File: src/rtl/seq_muldiv_unit.sv
// Multi-cycle unsigned shift-add multiplier / restoring divider.
// Drives CCR flags with a single-cycle flag_en pulse.
module seq_muldiv_unit #(
  parameter int WIDTH = 8
) (
  input  logic             clk,
  input  logic             rst,
  input  logic             start,
  input  logic             op,
  input  logic [WIDTH-1:0] a,
  input  logic [WIDTH-1:0] b,
  input  logic             flush,
  output logic             busy,
  output logic             done,
  output logic [WIDTH-1:0] result_lo,
  output logic [WIDTH-1:0] result_hi,
  output logic             Z,
  output logic             N,
  output logic             C,
  output logic             V,
  output logic             flag_en
);

  localparam int CW = (WIDTH > 1) ? $clog2(WIDTH) : 1;

  typedef enum logic [1:0] {
    S_IDLE,
    S_RUN,
    S_WB,
    S_DONE
  } state_t;

  state_t state, nxt;

  logic [CW-1:0]    cnt;
  logic             op_q;
  logic             dz_q;
  logic [WIDTH-1:0] m_q;
  logic [WIDTH-1:0] hi_q;
  logic [WIDTH-1:0] lo_q;

  logic [WIDTH:0] add_sum;
  logic [WIDTH:0] sh;
  logic [WIDTH:0] diff;
  logic           geq;
  logic           accept;

  assign accept = (state == S_IDLE) && start && !flush;

  // MUL: {hi,lo} starts as {0,b}; DIV: lo shifts dividend out, quotient in
  assign add_sum = {1'b0, hi_q} + {1'b0, (lo_q[0] ? m_q : '0)};
  assign sh      = {hi_q, lo_q[WIDTH-1]};
  assign diff    = sh - {1'b0, m_q};
  assign geq     = (sh >= {1'b0, m_q});

  always_ff @(posedge clk or posedge rst) begin
    if (rst) state <= S_IDLE;
    else     state <= nxt;
  end

  always_comb begin
    nxt = state;
    unique case (state)
      S_IDLE: if (start) nxt = (op && (b == '0)) ? S_WB : S_RUN;
      S_RUN:  if (cnt == CW'(WIDTH-1)) nxt = S_WB;
      S_WB:   nxt = S_DONE;
      S_DONE: nxt = S_IDLE;
      default: nxt = S_IDLE;
    endcase
    if (flush) nxt = S_IDLE;
  end

  always_ff @(posedge clk or posedge rst) begin
    if (rst) begin
      cnt       <= '0;
      op_q      <= 1'b0;
      dz_q      <= 1'b0;
      m_q       <= '0;
      hi_q      <= '0;
      lo_q      <= '0;
      result_hi <= '0;
      result_lo <= '0;
      Z         <= 1'b0;
      N         <= 1'b0;
      C         <= 1'b0;
      V         <= 1'b0;
    end else if (accept) begin
      cnt  <= '0;
      op_q <= op;
      dz_q <= op && (b == '0);
      if (op) begin
        m_q <= b;
        if (b == '0) begin
          hi_q <= a;
          lo_q <= '1;
        end else begin
          hi_q <= '0;
          lo_q <= a;
        end
      end else begin
        m_q  <= a;
        hi_q <= '0;
        lo_q <= b;
      end
    end else if (state == S_RUN && !flush) begin
      cnt <= CW'(cnt + 1'b1);
      if (op_q) begin
        hi_q <= geq ? diff[WIDTH-1:0] : sh[WIDTH-1:0];
        lo_q <= {lo_q[WIDTH-2:0], geq};
      end else begin
        {hi_q, lo_q} <= {add_sum, lo_q[WIDTH-1:1]};
      end
    end else if (state == S_WB && !flush) begin
      result_hi <= hi_q;
      result_lo <= lo_q;
      if (op_q) begin
        Z <= (lo_q == '0);
        N <= lo_q[WIDTH-1];
        C <= 1'b0;
        V <= dz_q;
      end else begin
        Z <= ({hi_q, lo_q} == '0);
        N <= hi_q[WIDTH-1];
        C <= (hi_q != '0);
        V <= 1'b0;
      end
    end
  end

  assign busy    = (state == S_RUN) || (state == S_WB);
  assign done    = (state == S_DONE);
  assign flag_en = done;

endmodule

File: config.mk
export PLATFORM = sky130hd
export DESIGN_NAME = seq_muldiv_unit
export DESIGN_NICKNAME = d
export VERILOG_FILES = /design/src/rtl/seq_muldiv_unit.sv
export SDC_FILE = /design/constraint.sdc
export NUM_CORES = 1
export LEC_CHECK = 0
export CORE_AREA = 2 2 116 118
export DETAILED_ROUTE_END_ITERATION = 7
export DIE_AREA = 0 0 118 120
export PLACE_DENSITY_LB_ADDON = 0.08
export SLEW_MARGIN = 20
export SYNTH_ARGS = -nofsm -noshare
export SYNTH_HDL_FRONTEND = slang
export SYNTH_SLANG_ARGS = --single-unit
File: constraint.sdc
create_clock -name clk -period 3.1 [get_ports clk]
set_clock_uncertainty 0.1 [all_clocks]
set_input_delay 0.31 -clock clk [delete_from_list [all_inputs] [get_ports clk]]
set_output_delay 0.31 -clock clk [all_outputs]
set_load 0.05 [all_outputs]
==> metrics.json, run 1 <==
{
  "crit_arrival": {"value": 2720, "unit": "ps"},
  "setup.worst_path.start_class": {"value": "flip-flop"},
  "worst_setup_hold_path_clk_slew": {"value": 70, "unit": "ps"},
  "fp.dieArea": {"value": 0.0142, "unit": "mm^2"},
  "first_pass_grt_wire_length": {"value": 16.0, "unit": "mm"},
  "netlist_instances": {"value": 354},
  "n_antenna_cell": {"value": 0},
  "floorplan.die.height": {"value": 120, "unit": "um"},
  "drc": {"value": 0},
  "cts-htree-levels": {"value": 2},
  "num-fill-cells": {"value": 1382},
  "detailedPlacementHpwl": {"value": 7.82, "unit": "mm"},
  "final_cell_count_no_fill": {"value": 576},
  "routed_wire_length_per_instance": {"value": 17.4, "unit": "um"},
  "post_synth_main_area_contributors": {"value": "sky130_fd_sc_hd__dfrtp_1, sky130_fd_sc_hd__ha_1, sky130_fd_sc_hd__mux2i_1"},
  "cts_inserted_buffers": {"value": 5},
  "post_cts_resized": {"value": 0},
  "setup_tns": {"value": 0, "unit": "ps"},
  "number_of_buffers_inserted_for_hold_repair_after_clock_tree_synthesis": {"value": 0},
  "area.growth.synth_to_final": {"value": 24.2, "unit": "%"},
  "dominantRegCellSynth": {"value": "sky130_fd_sc_hd__dfrtp_1"},
  "critical_path.startpoint": {"value": "lo_q[0]"},
  "asyncSetResetFlopFracSynth": {"value": 1.00},
  "gp_congestion": {"value": 0.883},
  "number_of_flops_mapped_to_enable_cells_by_yosys": {"value": 0},
  "num_rows": {"value": 42},
  "crit_path_category": {"value": "reg2reg"},
  "setup_repair_after_global_routing_missed_its_margin": {"value": "no"},
  "detail_route.iter0.violations": {"value": 173},
  "die_w": {"value": 118, "unit": "um"},
  "dp_cells": {"value": 569},
  "synth-warning-count": {"value": 0},
  "later_pin_clock_latency_in_the_skew_report": {"value": 300, "unit": "ps"},
  "clkPwrFrac": {"value": 0.138},
  "finalSetupViolations": {"value": 0},
  "yosysMostFrequentCell": {"value": "sky130_fd_sc_hd__dfrtp_1"},
  "hold_path_class": {"value": "in2async"},
  "floorplan.initialDensity": {"value": 0.265},
  "yosys.area.top_type_share": {"value": 0.372},
  "nets_in_the_synthesized_netlist": {"value": 399},
  "switching_fraction": {"value": 0.468},
  "synthDistinctLibCells": {"value": 60},
  "core_region_area": {"value": 0.0130, "unit": "mm^2"},
  "slew-limit-headroom": {"value": 0.620},
  "cts-root-buf": {"value": "sky130_fd_sc_hd__clkbuf_16"},
  "largest_net_degree_at_the_start_of_global_routing": {"value": 26},
  "seq_area_frac_synth": {"value": 0.372},
  "leakagePower": {"value": 1.90, "unit": "nW"},
  "drt.antenna.violating_nets": {"value": 0},
  "boundaryPins": {"value": 44},
  "timing.final.ws_setup": {"value": 460, "unit": "ps"},
  "via_count": {"value": 2829},
  "iteration_count_of_the_initial_detailed_routing_pass": {"value": 4},
  "drive_gt1_frac": {"value": 0.125},
  "worst_slew_pin_slew": {"value": 570, "unit": "ps"},
  "layout_min_cycle_time": {"value": 2640, "unit": "ps"},
  "status": {"value": "completed"},
  "syn-mean-instance-area": {"value": 9.70, "unit": "um^2"},
  "preCtsSetupSlack": {"value": 481, "unit": "ps"},
  "route.final.wire_length": {"value": 10.0, "unit": "mm"},
  "comb_power_share": {"value": 0.595},
  "max-clock-path-buffers": {"value": 2},
  "synth_area_leader_cell": {"value": "sky130_fd_sc_hd__dfrtp_1"},
  "grt_antenna_before_repair": {"value": 0},
  "cts_sinks": {"value": 51},
  "critical_path.endpoint_type": {"value": "flip-flop"},
  "critPathMaxFanout": {"value": 12},
  "drv.max_cap_violation_count": {"value": 0},
  "finalHoldViolations": {"value": 0},
  "max_clock_freq": {"value": 379, "unit": "MHz"},
  "cp_data_required_time": {"value": 3180, "unit": "ps"},
  "grt.total_usage": {"value": 0.147},
  "cell_internal_pwr": {"value": 2.49, "unit": "mW"},
  "sw_power": {"value": 2.19, "unit": "mW"},
  "num-nets-final": {"value": 445},
  "power_density": {"value": 1100, "unit": "mW/mm^2"},
  "tritoncts_clock_tree": {"value": "yes"},
  "number_of_global_route_vias_before_repair": {"value": 2824},
  "gr-total-overflow": {"value": 0},
  "postCtsSetupBuffers": {"value": 0},
  "seq_power_share": {"value": 0.267},
  "place.port_buffers": {"value": 43},
  "synth_top_cells_by_count": {"value": "sky130_fd_sc_hd__dfrtp_1, sky130_fd_sc_hd__nand2_1, sky130_fd_sc_hd__mux2i_1"},
  "ir_drop": {"value": 372, "unit": "uV"},
  "rr_startpoint": {"value": "lo_q[0]"},
  "syn-cell-area": {"value": 0.00343, "unit": "mm^2"},
  "maxSlewViolCount": {"value": 0},
  "fin_crit_sh": {"value": 0.852},
  "flops_latches_synth": {"value": 51},
  "post_drt_via_cell_ratio": {"value": 4.91}
}
[sequential cells by signal, summed over array words and instances, names as in the netlist]
name       count
C              1
N              1
V              1
Z              1
cnt            3
dz_q           1
hi_q           8
lo_q           8
m_q            8
op_q           1
result_hi      8
result_lo      8
state          2
[layout make-up]
cell class,count,area (um^2),area share
clock inverter,2,37.5,0.00880
tap,176,220,0.0516
clock buffer,5,125,0.0293
multi-input combinational,271,2030,0.475
timing repair buffer,55,520,0.122
sequential,51,1280,0.299
inverter,16,60.1,0.0141
[path summary, 6_finish.rpt]
| kind | cells past startpoint | end | slack [ps] |
|---|---|---|---|
| max in group asynchronous | 3 | hi_q[2] | 2020 |
| worst min register to register | 2 | result_hi[0] | 380 |
| worst max-delay path | 9 | hi_q[5] | 460 |
| worst max register to register | 9 | hi_q[5] | 460 |
| min in group clk | 2 | result_hi[0] | 380 |
| worst min-delay path | 2 | hi_q[1] | 250 |
[power groups by stage]
stage	logic (mW)	registers, mW	clock network [mW]
finish	2.78	1.25	0.644
global route	3.06	1.30	0.690
CTS	2.79	1.26	0.669
detailed placement	2.77	1.27	0
global placement	2.78	1.27	0
floorplan	1.81	1.42	0
[through the flow]
| stage | area (um^2) | power, mW | util | hold slack (ps) |
|---|---|---|---|---|
| after global placement | 4100 | 4.05 | 0.316 | 366 |
| after detailed placement | 4100 | 4.04 | 0.316 | 374 |
| after CTS | 4270 | 4.72 | 0.329 | 263 |
| final | 4270 | 4.68 | 0.329 | 250 |
| after floorplan | 3430 | 3.23 | - | 350 |
| after global routing | 4270 | 5.05 | 0.329 | 286 |
[critical path: stages (launching register included)]
cell and delay [ps]:
sky130_fd_sc_hd__dfrtp_1 510, sky130_fd_sc_hd__and2_1 200, sky130_fd_sc_hd__ha_1 210, sky130_fd_sc_hd__fa_1 410, sky130_fd_sc_hd__a21oi_1 240, sky130_fd_sc_hd__o211ai_1 130
sky130_fd_sc_hd__a21oi_1 180, sky130_fd_sc_hd__xor2_1 160, sky130_fd_sc_hd__nor3_1 60, sky130_fd_sc_hd__a311o_1 310
[layout by cell type, fill, tap and decap left out, types with 15 or more instances in the layout]
| master | synthesis | layout |
|---|---|---|
| sky130_fd_sc_hd__clkdlybuf4s50_1 | 0 | 43 |
| sky130_fd_sc_hd__a21oi_1 | 17 | 17 |
| sky130_fd_sc_hd__mux2i_1 | 26 | 26 |
| sky130_fd_sc_hd__dfrtp_1 | 51 | 51 |
| sky130_fd_sc_hd__o21ai_0 | 20 | 20 |
| sky130_fd_sc_hd__nand2_1 | 30 | 30 |
| sky130_fd_sc_hd__inv_1 | 16 | 15 |
| sky130_fd_sc_hd__mux2_2 | 16 | 16 |
| sky130_fd_sc_hd__nor2_1 | 17 | 17 |
| sky130_fd_sc_hd__ha_1 | 22 | 22 |
[metal layers]
| metal | global-route usage | routed length (um) | share of wire | up-vias |
|---|---|---|---|---|
| li1 | - | - | - | 1384 |
| met2 | 0.235 | 4590 | 0.46 | 50 |
| met1 | 0.206 | 5030 | 0.50 | 1389 |
| met4 | 0.0271 | 79 | 0.0079 | 0 |
| met5 | 0 | 0 | 0 | - |
| met3 | 0.0328 | 332 | 0.033 | 6 |
[kinds of logic after synthesis]
logic type / after synthesis / synth area share
DFF: 51 / 0.372
and+or+nand+nor: 96 / 0.143
adders and majority gates: 24 / 0.0918
xor gates and xnor gates: 9 / 0.0230
muxes: 42 / 0.128
buffers and inverters: 32 / 0.0383
AOI/OAI and AO/OA: 100 / 0.204
No activity file was read; power rests on OpenSTA's default activity.
==> run 2, diff against run 1 <==
--- a/config.mk
+++ b/config.mk
@@ -9,6 +9,7 @@
 export DETAILED_ROUTE_END_ITERATION = 7
 export DIE_AREA = 0 0 118 120
 export PLACE_DENSITY_LB_ADDON = 0.08
+export SKIP_CTS_REPAIR_TIMING = 1
 export SLEW_MARGIN = 20
 export SYNTH_ARGS = -nofsm -noshare
 export SYNTH_HDL_FRONTEND = slang
==> results of run 2 <==
No change in the layout: final DEF, timing and power equal those of run 1.
